$ cat src/rtl/mips_ctrl_pkg.sv
// Shared encodings for the multicycle MIPS control path: opcodes, functs, FSM states, ALU codes.
package mips_ctrl_pkg;

  localparam int unsigned OP_W    = 6;
  localparam int unsigned STATE_W = 4;
  localparam int unsigned ALU_W   = 5;

  localparam logic [OP_W-1:0] OP_RTYPE = 6'h00;
  localparam logic [OP_W-1:0] OP_J     = 6'h02;
  localparam logic [OP_W-1:0] OP_BEQ   = 6'h04;
  localparam logic [OP_W-1:0] OP_ADDI  = 6'h08;
  localparam logic [OP_W-1:0] OP_ANDI  = 6'h0C;
  localparam logic [OP_W-1:0] OP_ORI   = 6'h0D;
  localparam logic [OP_W-1:0] OP_LW    = 6'h23;
  localparam logic [OP_W-1:0] OP_SW    = 6'h2B;

  localparam logic [OP_W-1:0] FN_ADD  = 6'h20;
  localparam logic [OP_W-1:0] FN_ADDU = 6'h21;
  localparam logic [OP_W-1:0] FN_SUB  = 6'h22;
  localparam logic [OP_W-1:0] FN_SUBU = 6'h23;
  localparam logic [OP_W-1:0] FN_AND  = 6'h24;
  localparam logic [OP_W-1:0] FN_OR   = 6'h25;
  localparam logic [OP_W-1:0] FN_XOR  = 6'h26;
  localparam logic [OP_W-1:0] FN_NOR  = 6'h27;

  typedef enum logic [STATE_W-1:0] {
    S_FETCH   = 4'd0,
    S_DECODE  = 4'd1,
    S_MEMADR  = 4'd2,
    S_MEMRD   = 4'd3,
    S_MEMWB   = 4'd4,
    S_MEMWR   = 4'd5,
    S_EXEC    = 4'd6,
    S_ALUWB   = 4'd7,
    S_IEXEC   = 4'd8,
    S_IWB     = 4'd9,
    S_BRANCH  = 4'd10,
    S_JUMP    = 4'd11,
    S_ILLEGAL = 4'd12
  } state_t;

  // How the decoder picks the ALU operation for the current state.
  typedef enum logic [1:0] {
    ALUOP_ADD   = 2'd0,
    ALUOP_SUB   = 2'd1,
    ALUOP_FUNCT = 2'd2,
    ALUOP_IMM   = 2'd3
  } alu_op_t;

  typedef struct packed {
    logic [ALU_W-1:0] sel;
    logic             c_in;
  } alu_code_t;

  localparam alu_code_t ALU_NONE = '{sel: 5'b00000, c_in: 1'b0};
  localparam alu_code_t ALU_ADD  = '{sel: 5'b00001, c_in: 1'b0};
  localparam alu_code_t ALU_SUB  = '{sel: 5'b00010, c_in: 1'b1};
  localparam alu_code_t ALU_AND  = '{sel: 5'b00100, c_in: 1'b0};
  localparam alu_code_t ALU_OR   = '{sel: 5'b00101, c_in: 1'b0};
  localparam alu_code_t ALU_XOR  = '{sel: 5'b00110, c_in: 1'b0};
  localparam alu_code_t ALU_NOR  = '{sel: 5'b00101, c_in: 1'b1};

endpackage

$ cat src/rtl/alu_decoder.sv
// Maps (alu_op, funct, opcode) to the shared ALU select/carry-in; flags unsupported R-type functs.
module alu_decoder
  import mips_ctrl_pkg::*;
(
  input  alu_op_t          i_alu_op,
  input  logic [OP_W-1:0]  i_funct,
  input  logic [OP_W-1:0]  i_opcode,
  output logic [ALU_W-1:0] o_alu_select,
  output logic             o_alu_c_in,
  output logic             o_funct_ok
);

  alu_code_t w_code;

  always_comb begin
    w_code     = ALU_ADD;
    o_funct_ok = 1'b1;
    case (i_alu_op)
      ALUOP_ADD: w_code = ALU_ADD;
      ALUOP_SUB: w_code = ALU_SUB;
      ALUOP_FUNCT: begin
        case (i_funct)
          FN_ADD, FN_ADDU: w_code = ALU_ADD;
          FN_SUB, FN_SUBU: w_code = ALU_SUB;
          FN_AND:          w_code = ALU_AND;
          FN_OR:           w_code = ALU_OR;
          FN_XOR:          w_code = ALU_XOR;
          FN_NOR:          w_code = ALU_NOR;
          default: begin
            w_code     = ALU_NONE;
            o_funct_ok = 1'b0;
          end
        endcase
      end
      // Immediate extension is the datapath's job; only the operation is chosen here.
      ALUOP_IMM: begin
        case (i_opcode)
          OP_ANDI: w_code = ALU_AND;
          OP_ORI:  w_code = ALU_OR;
          default: w_code = ALU_ADD;
        endcase
      end
      default: w_code = ALU_ADD;
    endcase
  end

  assign o_alu_select = w_code.sel;
  assign o_alu_c_in   = w_code.c_in;

endmodule

$ cat src/rtl/multicycle_ctrl.sv
// Main control FSM for the multicycle MIPS datapath (Moore decode, memory-ready/zero qualified enables).
// Build option: ILLEGAL_TRAP_EN makes the ILLEGAL state terminal and raises a sticky illegal_instr.
module multicycle_ctrl
  import mips_ctrl_pkg::*;
#(
  parameter int unsigned PC_INC = 4
)
(
  input  logic               clk,
  input  logic               reset,
  input  logic [OP_W-1:0]    opcode,
  input  logic [OP_W-1:0]    funct,
  input  logic               zero,
  input  logic               mem_ready,
  output logic               i_or_d,
  output logic               mem_read,
  output logic               mem_write,
  output logic               ir_write,
  output logic               pc_en,
  output logic [1:0]         pc_src,
  output logic               alu_src_a,
  output logic [1:0]         alu_src_b,
  output logic [ALU_W-1:0]   alu_select,
  output logic               alu_c_in,
  output logic               reg_dst,
  output logic               mem_to_reg,
  output logic               reg_write,
  output logic               illegal_instr,
  output logic [STATE_W-1:0] state_o
);

  // The PC step lives on the datapath's ALU b-input mux; a zero step is a wiring error.
  if (PC_INC == 0) begin : g_pc_inc_chk
    $error("multicycle_ctrl: PC_INC must be nonzero");
  end

  state_t           r_state;
  state_t           w_next;
  alu_op_t          w_alu_op;
  logic             w_alu_use;
  logic [ALU_W-1:0] w_dec_sel;
  logic             w_dec_cin;
  logic             w_funct_ok;

  alu_decoder u_alu_decoder (
    .i_alu_op    (w_alu_op),
    .i_funct     (funct),
    .i_opcode    (opcode),
    .o_alu_select(w_dec_sel),
    .o_alu_c_in  (w_dec_cin),
    .o_funct_ok  (w_funct_ok)
  );

  always_ff @(posedge clk) begin
    if (reset) r_state <= S_FETCH;
    else       r_state <= w_next;
  end

  always_comb begin
    w_next = S_FETCH;
    case (r_state)
      S_FETCH:  w_next = mem_ready ? S_DECODE : S_FETCH;
      S_DECODE: begin
        case (opcode)
          OP_LW, OP_SW:               w_next = S_MEMADR;
          OP_RTYPE:                   w_next = S_EXEC;
          OP_BEQ:                     w_next = S_BRANCH;
          OP_ADDI, OP_ANDI, OP_ORI:   w_next = S_IEXEC;
          OP_J:                       w_next = S_JUMP;
          default:                    w_next = S_ILLEGAL;
        endcase
      end
      S_MEMADR: w_next = (opcode == OP_LW) ? S_MEMRD : S_MEMWR;
      S_MEMRD:  w_next = mem_ready ? S_MEMWB : S_MEMRD;
      S_MEMWR:  w_next = mem_ready ? S_FETCH : S_MEMWR;
      S_EXEC:   w_next = w_funct_ok ? S_ALUWB : S_ILLEGAL;
      S_IEXEC:  w_next = S_IWB;
`ifdef ILLEGAL_TRAP_EN
      S_ILLEGAL: w_next = S_ILLEGAL;
`else
      S_ILLEGAL: w_next = S_FETCH;
`endif
      default:  w_next = S_FETCH;
    endcase
  end

  // Reset suppresses every enable and zeroes the muxes in the same cycle.
  always_comb begin
    i_or_d     = 1'b0;
    mem_read   = 1'b0;
    mem_write  = 1'b0;
    ir_write   = 1'b0;
    pc_en      = 1'b0;
    pc_src     = 2'b00;
    alu_src_a  = 1'b0;
    alu_src_b  = 2'b00;
    reg_dst    = 1'b0;
    mem_to_reg = 1'b0;
    reg_write  = 1'b0;
    w_alu_op   = ALUOP_ADD;
    w_alu_use  = 1'b0;
    if (!reset) begin
      case (r_state)
        S_FETCH: begin
          mem_read  = 1'b1;
          alu_src_b = 2'b01;
          w_alu_use = 1'b1;
          ir_write  = mem_ready;
          pc_en     = mem_ready;
        end
        S_DECODE: begin
          alu_src_b = 2'b11;
          w_alu_use = 1'b1;
        end
        S_MEMADR: begin
          alu_src_a = 1'b1;
          alu_src_b = 2'b10;
          w_alu_use = 1'b1;
        end
        S_MEMRD: begin
          i_or_d   = 1'b1;
          mem_read = 1'b1;
        end
        S_MEMWB: begin
          mem_to_reg = 1'b1;
          reg_write  = 1'b1;
        end
        S_MEMWR: begin
          i_or_d    = 1'b1;
          mem_write = 1'b1;
        end
        S_EXEC: begin
          alu_src_a = 1'b1;
          w_alu_op  = ALUOP_FUNCT;
          w_alu_use = 1'b1;
        end
        S_ALUWB: begin
          reg_dst   = 1'b1;
          reg_write = 1'b1;
        end
        S_IEXEC: begin
          alu_src_a = 1'b1;
          alu_src_b = 2'b10;
          w_alu_op  = ALUOP_IMM;
          w_alu_use = 1'b1;
        end
        S_IWB:    reg_write = 1'b1;
        S_BRANCH: begin
          alu_src_a = 1'b1;
          pc_src    = 2'b01;
          pc_en     = zero;
          w_alu_op  = ALUOP_SUB;
          w_alu_use = 1'b1;
        end
        S_JUMP: begin
          pc_src = 2'b10;
          pc_en  = 1'b1;
        end
        default: ;
      endcase
    end
  end

  assign alu_select = w_alu_use ? w_dec_sel : '0;
  assign alu_c_in   = w_alu_use & w_dec_cin;
  assign state_o    = STATE_W'(r_state);

`ifdef ILLEGAL_TRAP_EN
  logic r_illegal;

  always_ff @(posedge clk) begin
    if (reset)                    r_illegal <= 1'b0;
    else if (w_next == S_ILLEGAL) r_illegal <= 1'b1;
  end

  assign illegal_instr = r_illegal;
`else
  assign illegal_instr = 1'b0;
`endif

endmodule

$ cat config.mk
export PLATFORM = sky130hd
export DESIGN_NAME = multicycle_ctrl
export DESIGN_NICKNAME = d
export VERILOG_FILES = /design/src/rtl/mips_ctrl_pkg.sv /design/src/rtl/alu_decoder.sv /design/src/rtl/multicycle_ctrl.sv
export SDC_FILE = /design/constraint.sdc
export NUM_CORES = 1
export LEC_CHECK = 0
export ABC_AREA = 0
export BUFFER_PORTS_ARGS = -buffer_cell sky130_fd_sc_hd__clkbuf_2
export CORE_ASPECT_RATIO = 1.1
export CORE_MARGIN = 2
export CORE_UTILIZATION = 40
export CTS_CLUSTER_SIZE = 30
export DETAILED_ROUTE_END_ITERATION = 16
export GPL_TIMING_DRIVEN = 0
export PLACE_DENSITY = 0.71
export SETUP_SLACK_MARGIN = 0.05
export SYNTH_ARGS = -nofsm -noshare
export SYNTH_HDL_FRONTEND = slang
export SYNTH_HIERARCHICAL = 1
export SYNTH_SLANG_ARGS = --single-unit
$ cat constraint.sdc
create_clock -name clk -period 2.3 [get_ports clk]
set_input_delay 0.23 -clock clk [delete_from_list [all_inputs] [get_ports clk]]
set_output_delay 0.23 -clock clk [all_outputs]
set_load 0.005 [all_outputs]
## Yosys cells after proc, flatten, opt, wreduce, memory -nomap -nowiden

Cells that the tools add are included.

| storage, ports and cells | value |
|---|---|
| logic and storage cells | 84 |
| bits in registers | 4 |
| output and inout bits | 24 |

| cells by class | value |
|---|---|
| bitwise logic cells | 1 |
| reduce and logical (&&, ||, !) cells | 14 |
| muxes and demuxes | 39 |
| equality and inequality tests | 29 |

Operators with widths:

| operator | number |
|---|---|
| equality test 6 bit (second input constant) | 10 |
| case mux 4 bit (7 select lines) | 1 |
| case mux 4 bit (6 select lines) | 1 |
| case mux 6 bit (4 select lines) | 1 |
| two-way mux 1 bit | 22 |
| case mux 4 bit (5 select lines) | 1 |
| equality test 6 x 4 -> 1 bit (second input constant) | 3 |
| equality test 4 x 3 -> 1 bit (second input constant) | 4 |
| equality test 4 bit (second input constant) | 4 |
| case mux 2 bit (3 select lines) | 2 |
| OR reduction 2 bit | 6 |
| two-way mux 3 bit | 3 |
| equality test 4 x 2 -> 1 bit (second input constant) | 2 |
| case mux 4 bit (2 select lines) | 1 |
| OR reduction 8 bit | 1 |
| equality test 6 x 2 -> 1 bit (second input constant) | 1 |
| equality test 6 x 3 -> 1 bit (second input constant) | 1 |
| logical NOT 6 bit | 1 |
| two-way mux 2 bit | 3 |
| OR reduction 3 bit | 2 |
| OR reduction 6 bit | 1 |
| two-way mux 5 bit | 1 |
| equality test 2 bit (second input constant) | 2 |
| equality test 4 x 1 -> 1 bit (second input constant) | 1 |
| other kinds (8) | 8 |

## Depth between registers and ports, before layout

Gate-level depths: netlist of run 1.

| depth | value |
|---|---|
| depth in word-level cells | 7 |
| depth in mapped cells | 11 |
| depth with buffers taken out | 10 |

## Hierarchy

Netlist of run 1, hierarchy kept.

By module, submodules not included:

| module | cells an instance | area each (µm²) | instances |
|---|---|---|---|
| multicycle_ctrl | 108 | 675.6 | 1 |
| alu_decoder | 20 | 152.6 | 1 |

## Worst setup path before layout of run 1

Ideal clock, no wire load.

| timing path | value |
|---|---|
| path kind | reg-to-output |
| start point | register r_state[2] (netlist: state_o[2]) |
| end point | output port alu_select[0] |
| path slack | 0.138 ns |
| arrival time | 1.932 ns |
| cell stages (with the launch flop) | 10 |
| cell sequence | dfxtp_1 clkbuf_1 clkbuf_1 nand3_1 o21a_1 nor3_1 nor2b_2 nor3b_1 nor3b_2 and2_1 |

| between the ends | value |
|---|---|
| longest elaborated chain between the ends | 6 |

Ends and longest elaborated chain:

| what | RTL line | source |
|---|---|---|
| from (decl) | multicycle_ctrl.sv:37 | `state_t r_state;` |
| from (signal assigned) | multicycle_ctrl.sv:56 | `else r_state <= w_next;` |
| equality test 4 bit / equality test 4 x 3 -> 1 bit (equally long branches) | multicycle_ctrl.sv:103 | `case (r_state)` |
| case mux 2 bit (3 select lines) (*) | multicycle_ctrl.sv:103 |  |
| two-way mux 2 bit (*) | multicycle_ctrl.sv:102 | `if (!reset) begin` |
| via w_alu_op[1] | multicycle_ctrl.sv:39 | `alu_op_t w_alu_op;` |
| equality test 2 bit, or another cell as far along | alu_decoder.sv:18 | `case (i_alu_op)` |
| case mux 6 bit (4 select lines) (*) | alu_decoder.sv:18 |  |
| via w_dec_sel[0] | multicycle_ctrl.sv:41 | `logic [ALU_W-1:0] w_dec_sel;` |
| two-way mux 5 bit (*) | multicycle_ctrl.sv:164 | `assign alu_select = w_alu_use ? w_dec_sel : '0;` |
| to (decl) | multicycle_ctrl.sv:23 | `output logic [ALU_W-1:0] alu_select,` |

The timed path passes the listed nets; every way through them passes the cells marked *. The select of a mux whose other input is x is not followed.

## Worst setup path in the final report of run 1

| timing path | value |
|---|---|
| start point | register r_state[0] (netlist: state_o[0]) |
| end point | output port alu_select[0] |

The elaborated chain is that of the path after synthesis.

==> run metrics, run 1 <==
drt initial violations=38; Yosys top cell by area=dfxtp_1; ANT cells=0; Setup crit end=alu_select[0]; post-route setup TNS=0 ns; Worst-Skew Late Latency=0.24 ns; global-route wire length before repair=just over 4 mm; dpl cells=193; Worst setup SP type=flip-flop; crit path launch=state_o[0]; Netlist cell types=46; synthesized flop and latch total=4; max-cap viol count=0; buffers added on ports=36; synthesized area per cell=between 6 and 7 um2; Clock Tree Root=clkbuf_4; core area=1980 um2; Synth area leaders=dfxtp_1, nor3_1, nand2b_1; Worst Tran Pin Value=0.576 ns; Initial Util=0.419; fraction of registers with async set or reset after synthesis=0; Final min period=2.18 ns; io pins=40; Net count, final=198; # rows=17; Cells on Worst Hold Path=3; hold_ws=0.395 ns; WP data arrival=1.95 ns; Hold Fails Final Rpt=0; R2R setup slack=0.35 ns; Worst Setup End Kind=primary output; skew final=0.00810 ns; r2r endpoint=state_o[3]; TritonCTS Sinks=4; clock-pin slew on the worst setup and hold paths=0.04 ns; die extent in x=47.4 um; Total GRT Usage=0.224; dominant synthesized flop cell=dfxtp_1; sequential area share after synthesis=0.0967; top post-synthesis cells by count=nor3_1, nor2_1, a21oi_1, nand2b_1, and2_1; Max Freq=460 MHz; GP Congestion=0.920; H-Tree Depth=1; Layout fillers=183; HPWL Detailed=1.93 mm; YS warnings=6; via count=around 1200; max reg flops=4; area grow syn2layout=51.8%; FF-to-FF Start=state_o[0]; critical path type=flip-flop to primary output; WP data required=2.07 ns; pin count of the biggest net entering global routing=11; wire length per cell=12.9 um; die height=between 50 and 60 um; crit share post-route=0.946; Vias per Instance=5.65; TritonCTS Buffers=3; Worst VDD drop=0.295 mV; Post-Syn Area=828 um2; outcome=completed; TritonCTS clock tree=built; Lkg Pwr=roughly 0.57 nW; Post-synth EDFFs=0; P per Cell Area=457 nW/um2; Reg2Reg Depth=8; RSZ-0062 raised after global routing=false; Non-Filler Instances=208; top-count cell post-synth=nor3_1; max-slew violation count=0; Hold Crit Class=input pin to flip-flop; share of cells above drive strength 1=0.422; total gr overflow=0; Final setup viols=0; worst relative slew slack=0.616; vias in the first global route=955; drt drc=0; maximum clock path buffer count=2; DR pass1 iterations=4; Post-Synthesis Cells=about 130; final wirelength=2.69 mm; initial antenna violation count=0; Die ar.=2450 um2; Final ANT Viol Nets=0; critical path peak fanout=10; proportion of netlist area held by the largest area contributor=0.0967
[critical path: stages, from the launching register on]
cell     delay (ns)
dfxtp_1        0.32
buf_4          0.17
nor4b_4        0.39
buf_4          0.20
nor2b_4        0.05
nor3b_2        0.15
nor3b_2        0.18
and2_1         0.14
buf_2          0.11
[layout make-up]
type	instances	area, um2	share of cell area
flip-flops and latches	4	88.8	0.0706
plain buffers	10	87.6	0.0697
inverters	3	11.3	0.00896
repair buffers	50	285	0.227
clock buffers	3	22.5	0.0179
multi-input cells	110	727	0.578
well taps	28	35.0	0.0279
[logic make-up (layout without fill, tap and decap cells)]
kind of cell,Yosys count,after routing,share of synthesized area
multiplexers,1,1,0.0121
AND/OR/NAND/NOR,71,71,0.514
other,2,3,0.00907
buffers and inverters,15,66,0.0846
XOR/XNOR,1,1,0.0106
AO/OA/AOI/OAI,34,34,0.273
flip-flops,4,4,0.0967
[worst min-delay path by stage]
stage	slack (ns)	startpoint	end
2_1_floorplan	0.40	opcode[1]	state_o[0]
3_3_place_gp	0.62	state_o[2]	state_o[2]
3_5_place_dp	0.62	opcode[1]	state_o[0]
4_1_cts	0.38	opcode[1]	state_o[0]
5_1_grt	0.41	opcode[1]	state_o[0]
6_report	0.39	opcode[4]	state_o[1]
[metrics by stage]
| step | power, mW | utilization | worst slack [ns] | cell area (um2) |
|---|---|---|---|---|
| final | 0.575 | 0.636 | 0.125 | 1260 |
| after global routing | 0.613 | 0.636 | 0.0272 | 1260 |
| after CTS | 0.529 | 0.595 | 0.0515 | 1180 |
| after detailed placement | 0.402 | 0.529 | -0.297 | 1050 |
| after global placement | 0.396 | 0.529 | -0.262 | 1050 |
| after floorplan | 0.297 | - | 0.138 | 832 |
[per-layer routing]
| metal | up-vias | part of all wire | GRT usage | wire length, um |
|---|---|---|---|---|
| met5 | - | 0 | 0 | 0 |
| met2 | 62 | 0.50 | 0.390 | 1340 |
| met1 | 540 | 0.41 | 0.276 | 1100 |
| met4 | 0 | 0.015 | 0.0880 | 40 |
| li1 | 570 | - | - | - |
| met3 | 4 | 0.073 | 0.0139 | 195 |
[cell usage in the layout, fill, tap and decap left out, drive strengths merged, types with 2 or more instances in the layout]
cell type,synthesis,layout
nor4,3,3
a31oi,4,4
nand2,5,5
o21ai,7,7
a21oi,10,10
conb,2,3
nor2,12,12
buf,6,23
o21a,3,3
nand2b,10,10
or2,2,2
nor3b,3,3
nand3,4,4
nor2b,3,3
clkbuf,6,40
dfxtp,4,4
inv,3,3
and2,8,8
nor3,13,13
a211o,2,2
o41ai,2,2
[where the power goes]
group | internal (mW) | switching (mW) | leakage (nW)
Combinational | 0.187 | 0.198 | 0.526
Sequential | 0.0825 | 0.0191 | 0.0346
Clock | 0.0584 | 0.0298 | 0.0138
[repair_timing]
action / 4_1_cts / 5_1_grt
endpoints found under the setup margin: 7 / 4
buffers inserted: 5 / 9
resized for setup: 21 / 13
hold buffers: 0 / 0
pin swaps: 1 / 4
(Power assumes the default switching activity.)
==> inputs of run 2 (changes only) <==
ABC_CLOCK_PERIOD_IN_PS = 2300   (was not set)
SETUP_SLACK_MARGIN = 0.3   (was 0.05)
==> run metrics, run 2 (synthesis gave the netlist of run 1 again) <==
Worst setup SP type=flip-flop; Worst Setup End Kind=primary output; outcome=completed; post-route setup TNS=0 ns; Total GRT Usage=0.246; total gr overflow=0; initial antenna violation count=0; drt initial violations=60; skew final=about 0.0036 ns; Slowest cell on crit path=dfxtp_2; buffers added on ports=36; die height=just over 50 um; crit share post-route=0.937; H-Tree Depth=1; Worst-Skew Late Latency=0.23 ns; Hold Crit Class=input pin to flip-flop; DR pass1 iterations=4; Layout Utilization=0.684; area grow syn2layout=63.3%; ANT cells=0; Max Freq=about 460 MHz; TritonCTS clock tree=built; drt drc=0; io pins=40; critical path peak fanout=4; min setup slack post-route=around 0.14 ns; TritonCTS Sinks=4; Final min period=2.16 ns; Worst VDD drop=0.269 mV; Net count, final=202; # hold bufs at CTS=0; Final setup viols=0; crit-path max cell delay=0.32 ns; max reg flops=4; Lkg Pwr=0.605 nW; share of cells above drive strength 1=0.462; HPWL Detailed=between 1.5 and 2 mm; core area=between 1500 and 2000 um2; Vias per Instance=5.67; most frequent cells in the layout=clkbuf_2, buf_4, nor2_1; WP buf/inv=4; clock-pin slew on the worst setup and hold paths=about 0.040 ns; max-slew violation count=0; GP Congestion=0.897; WP data arrival=1.93 ns; P per Cell Area=450 nW/um2; pin count of the biggest net entering global routing=11; post-place setup slack=-0.135 ns; worst relative slew slack=0.604; # rows=17; Clock Tree Root=clkbuf_4; placed instance area=1050 um2; RSZ-0062 raised after global routing=true; most common cell after layout, fill and taps aside=clkbuf_2; max-cap viol count=0; final wirelength=2.95 mm; Worst Tran Pin Value=around 0.59 ns; WP data required=2.07 ns; hold_ws=0.384 ns; wire length per cell=13.9 um; delay-heaviest family, CP=simple AND/OR/NAND/NOR gates; die extent in x=47.4 um; Layout fillers=176; Die ar.=2450 um2; via count=1203; critical path type=flip-flop to primary output; vias in the first global route=1031; Final ANT Viol Nets=0; global-route wire length before repair=4.46 mm; Hold Fails Final Rpt=0; Initial Util=0.419; maximum clock path buffer count=2; TritonCTS Buffers=3; CP Cell Sequence=buf_8, buf_6, nor4b_4, buf_4, nand4b_1, o41ai_2, nor3b_2, and2_1, clkbuf_2; post-route cell area=1350 um2
==> run 2: cell count changes in the layout (fill, tap and decap cells not counted), sizes merged <==
cell      previous run  this run
inv                  3         2
clkinvlp             0         1
clkbuf              40        43
buf                 23        24
==> run 2: cell type report <==
type / count / area [um2] / area share
multi-input combinational: 110 / 748 / 0.553
buffer: 12 / 135 / 0.0999
sequential: 4 / 88.8 / 0.0657
timing repair buffer: 52 / 308 / 0.228
tap: 28 / 35.0 / 0.0259
clock buffer: 3 / 22.5 / 0.0167
inverter: 3 / 15.0 / 0.0111
==> run 2: repair_timing <==
action,in CTS,in global routing
setup buffers,14,2
pin swaps,4,6
setup endpoints to repair,8,6
gates resized for setup,27,13
==> run 2: path summary, 6_finish.rpt <==
check	slack, ns	from	cells past startpoint	to
setup / recovery	0.14	state_o[2]	9	alu_select[0]
hold / removal	0.38	opcode[1]	3	state_o[0]
setup reg to reg	0.35	state_o[1]	10	state_o[3]
hold reg to reg	0.79	state_o[3]	3	state_o[0]
==> run 2: worst reg2reg max path: stages, from the launching register on <==
cell	delay, ns
dfxtp_4	0.33
buf_6	0.12
clkbuf_16	0.14
nand3_1	0.07
o21a_1	0.17
nor3_4	0.06
nor2b_4	0.17
nand2b_1	0.13
nor3_2	0.07
a2111oi_1	0.40
o2bb2ai_1	0.17
==> run 2: power breakdown <==
part	internal, mW	switching (mW)
Combinational	0.205	0.221
Sequential	0.0825	0.0153
Clock	0.0582	0.0265
Total	0.346	0.263
==> run 2: through the flow <==
step                instances  power [mW]
floorplan                 129       0.298
global placement          193       0.398
detailed placement        193       0.401
CTS                       210       0.570
global route              212       0.654
finish                    212       0.609
==> run 2: routing by layer <==
layer / vias up / track usage / wire length (um) / part of all wire
li1: 573 / - / - / -
met3: 12 / 0.0243 / 307 / 0.10
met5: - / 0 / 0 / 0
met1: 538 / 0.324 / 1150 / 0.39
met4: 0 / 0.106 / 89 / 0.030
met2: 80 / 0.392 / 1400 / 0.48
==> inputs of run 3 (changes only) <==
ABC_AREA = 1   (was 0)
PLACE_DENSITY = 0.73   (was 0.71)
==> run metrics, run 3 <==
outcome=completed; Post-synth EDFFs=0; Slowest cell on crit path=dfxtp_4; Total GRT Usage=0.214; Synth area leaders=nand2_1, inv_1, nor2_1; critical path type=flip-flop to primary output; proportion of netlist area held by the largest area contributor=0.160; Worst-Skew Late Latency=0.23 ns; FF-to-FF Start=state_o[2]; r2r endpoint=state_o[0]; top-count cell post-synth=nand2_1; clock-pin slew on the worst setup and hold paths=0.04 ns; Net count, final=213; YS warnings=6; H-Tree Depth=1; delay-heaviest family, CP=simple AND/OR/NAND/NOR gates; TritonCTS Buffers=3; fraction of registers with async set or reset after synthesis=0; Hold Crit Class=input pin to flip-flop; TritonCTS clock tree=built; Post-Syn Area=752 um2; final wirelength=2.11 mm; max reg flops=4; GP Congestion=0.890; Final setup viols=0; drt drc=0; DR pass1 iterations=7; skew final=0.000698 ns; ANT cells=0; synthesized area per cell=roughly 5 um2; crit path launch=state_o[2]; wire length per cell=9.92 um; initial antenna violation count=0; area grow syn2layout=44.9%; Worst setup SP type=flip-flop; Reg2Reg Depth=11; global-route wire length before repair=about 3.8 mm; Post-Synthesis Cells=149; io pins=40; crit-path max cell delay=~0.38 ns; buffers added on ports=35; critical path depth in cells=11; Final ANT Viol Nets=0; pin count of the biggest net entering global routing=11; max-slew violation count=0; share of cells above drive strength 1=0.379; RSZ-0062 raised after global routing=true; sequential area share after synthesis=0.106; P per Cell Area=382 nW/um2; most common cell after layout, fill and taps aside=clkbuf_2; Lkg Pwr=0.654 nW; Vias per Instance=4.96; Final min period=1.96 ns; max-cap viol count=0; core area=1780 um2; Netlist cell types=27; crit share post-route=0.853; Yosys top cell by area=nand2_1; top post-synthesis cells by count=nand2_1, inv_1, nor2_1; total gr overflow=0; Worst VDD drop=0.174 mV; Clock Tree Root=clkbuf_4; Initial Util=0.422; post-route setup TNS=0 ns; maximum clock path buffer count=2; die extent in x=around 45 um; R2R setup slack=0.59 ns; Top cell by count, worst path=nor2_4; via count=1057; HPWL Detailed=1.71 mm; die height=49.5 um; Setup crit end=alu_select[1]; most frequent cells in the layout=clkbuf_2, nand2_1, inv_1; WP data required=around 2.1 ns; vias in the first global route=roughly 960; Worst Setup End Kind=primary output; dominant synthesized flop cell=dfxtp_1; CP Cell Sequence=inv_4, nor2_4, nand2_2, a21oi_2, inv_2, nor2_4, nand3_2, o21ai_1, nand2_1, inv_1, clkbuf_2; WP buf/inv=4; Hold Fails Final Rpt=0; TritonCTS Sinks=4; synthesized flop and latch total=4; # rows=16; drt initial violations=13; Max Freq=509 MHz; hold_ws=0.348 ns; critical path peak fanout=4; WP data arrival=approximately 1.7 ns; Die ar.=2240 um2
## run 3: report_power, final
| group | switching (mW) | internal, mW | leakage, nW |
|---|---|---|---|
| clock network | 0.0261 | 0.0582 | 0.0138 |
| logic | 0.134 | 0.0991 | 0.605 |
| registers | 0.0210 | 0.0784 | 0.0353 |
| total | 0.181 | 0.236 | 0.654 |
## run 3: cell type report
cell class | count | area [um2]
buffer | 5 | 31.3
fill | 186 | 692
timing repair buffer | 42 | 228
clock buffer | 3 | 22.5
tap | 18 | 22.5
inverter | 32 | 125
multi-input combinational | 109 | 568
sequential | 4 | 92.6
## run 3: per-stage QoR
stage	utilization	area [um2]	worst slack (ns)	cells	power, mW
finish	0.612	1090	0.337	213	0.417
global route	0.612	1090	0.170	213	0.459
CTS	0.565	1010	0.303	206	0.393
detailed placement	0.535	953	0.312	203	0.295
global placement	0.535	953	0.329	203	0.293
floorplan	-	756	0.586	150	0.226
## run 3: how the worst min path moves through the flow
| stage | from | endpoint | depth (start not counted) |
|---|---|---|---|
| 2_1_floorplan | opcode[2] | state_o[1] | 3 |
| 3_3_place_gp | reset | state_o[2] | 2 |
| 3_5_place_dp | reset | state_o[2] | 2 |
| 4_1_cts | reset | state_o[2] | 2 |
| 5_1_grt | reset | state_o[1] | 2 |
| 6_report | reset | state_o[2] | 2 |
## run 3: per-layer routing
metal | part of all wire | GRT usage
met5 | 0 | 0
met3 | 0.045 | 0.0256
met4 | 0.011 | 0.0882
met1 | 0.40 | 0.249
met2 | 0.54 | 0.376
## run 3: timing repair
item	in CTS	in global routing
hold buffers	0	0
resized for setup	10	13
setup endpoints to repair	4	5
pin swaps	0	10
setup buffers	0	7
## run 3: logic make-up after synthesis
group / synth area share
AOI/OAI and AO/OA: 0.166
DFF: 0.106
and+or+nand+nor: 0.516
other: 0.00999
buffers and inverters: 0.201
## run 3: worst register-to-register path, delay by kind of cell (launching register included)
kind	cells	cell delay, ns
and+or+nand+nor	5	0.56
AOI/OAI and AO/OA	4	0.53
DFF	1	0.38
buffers and inverters	2	0.12
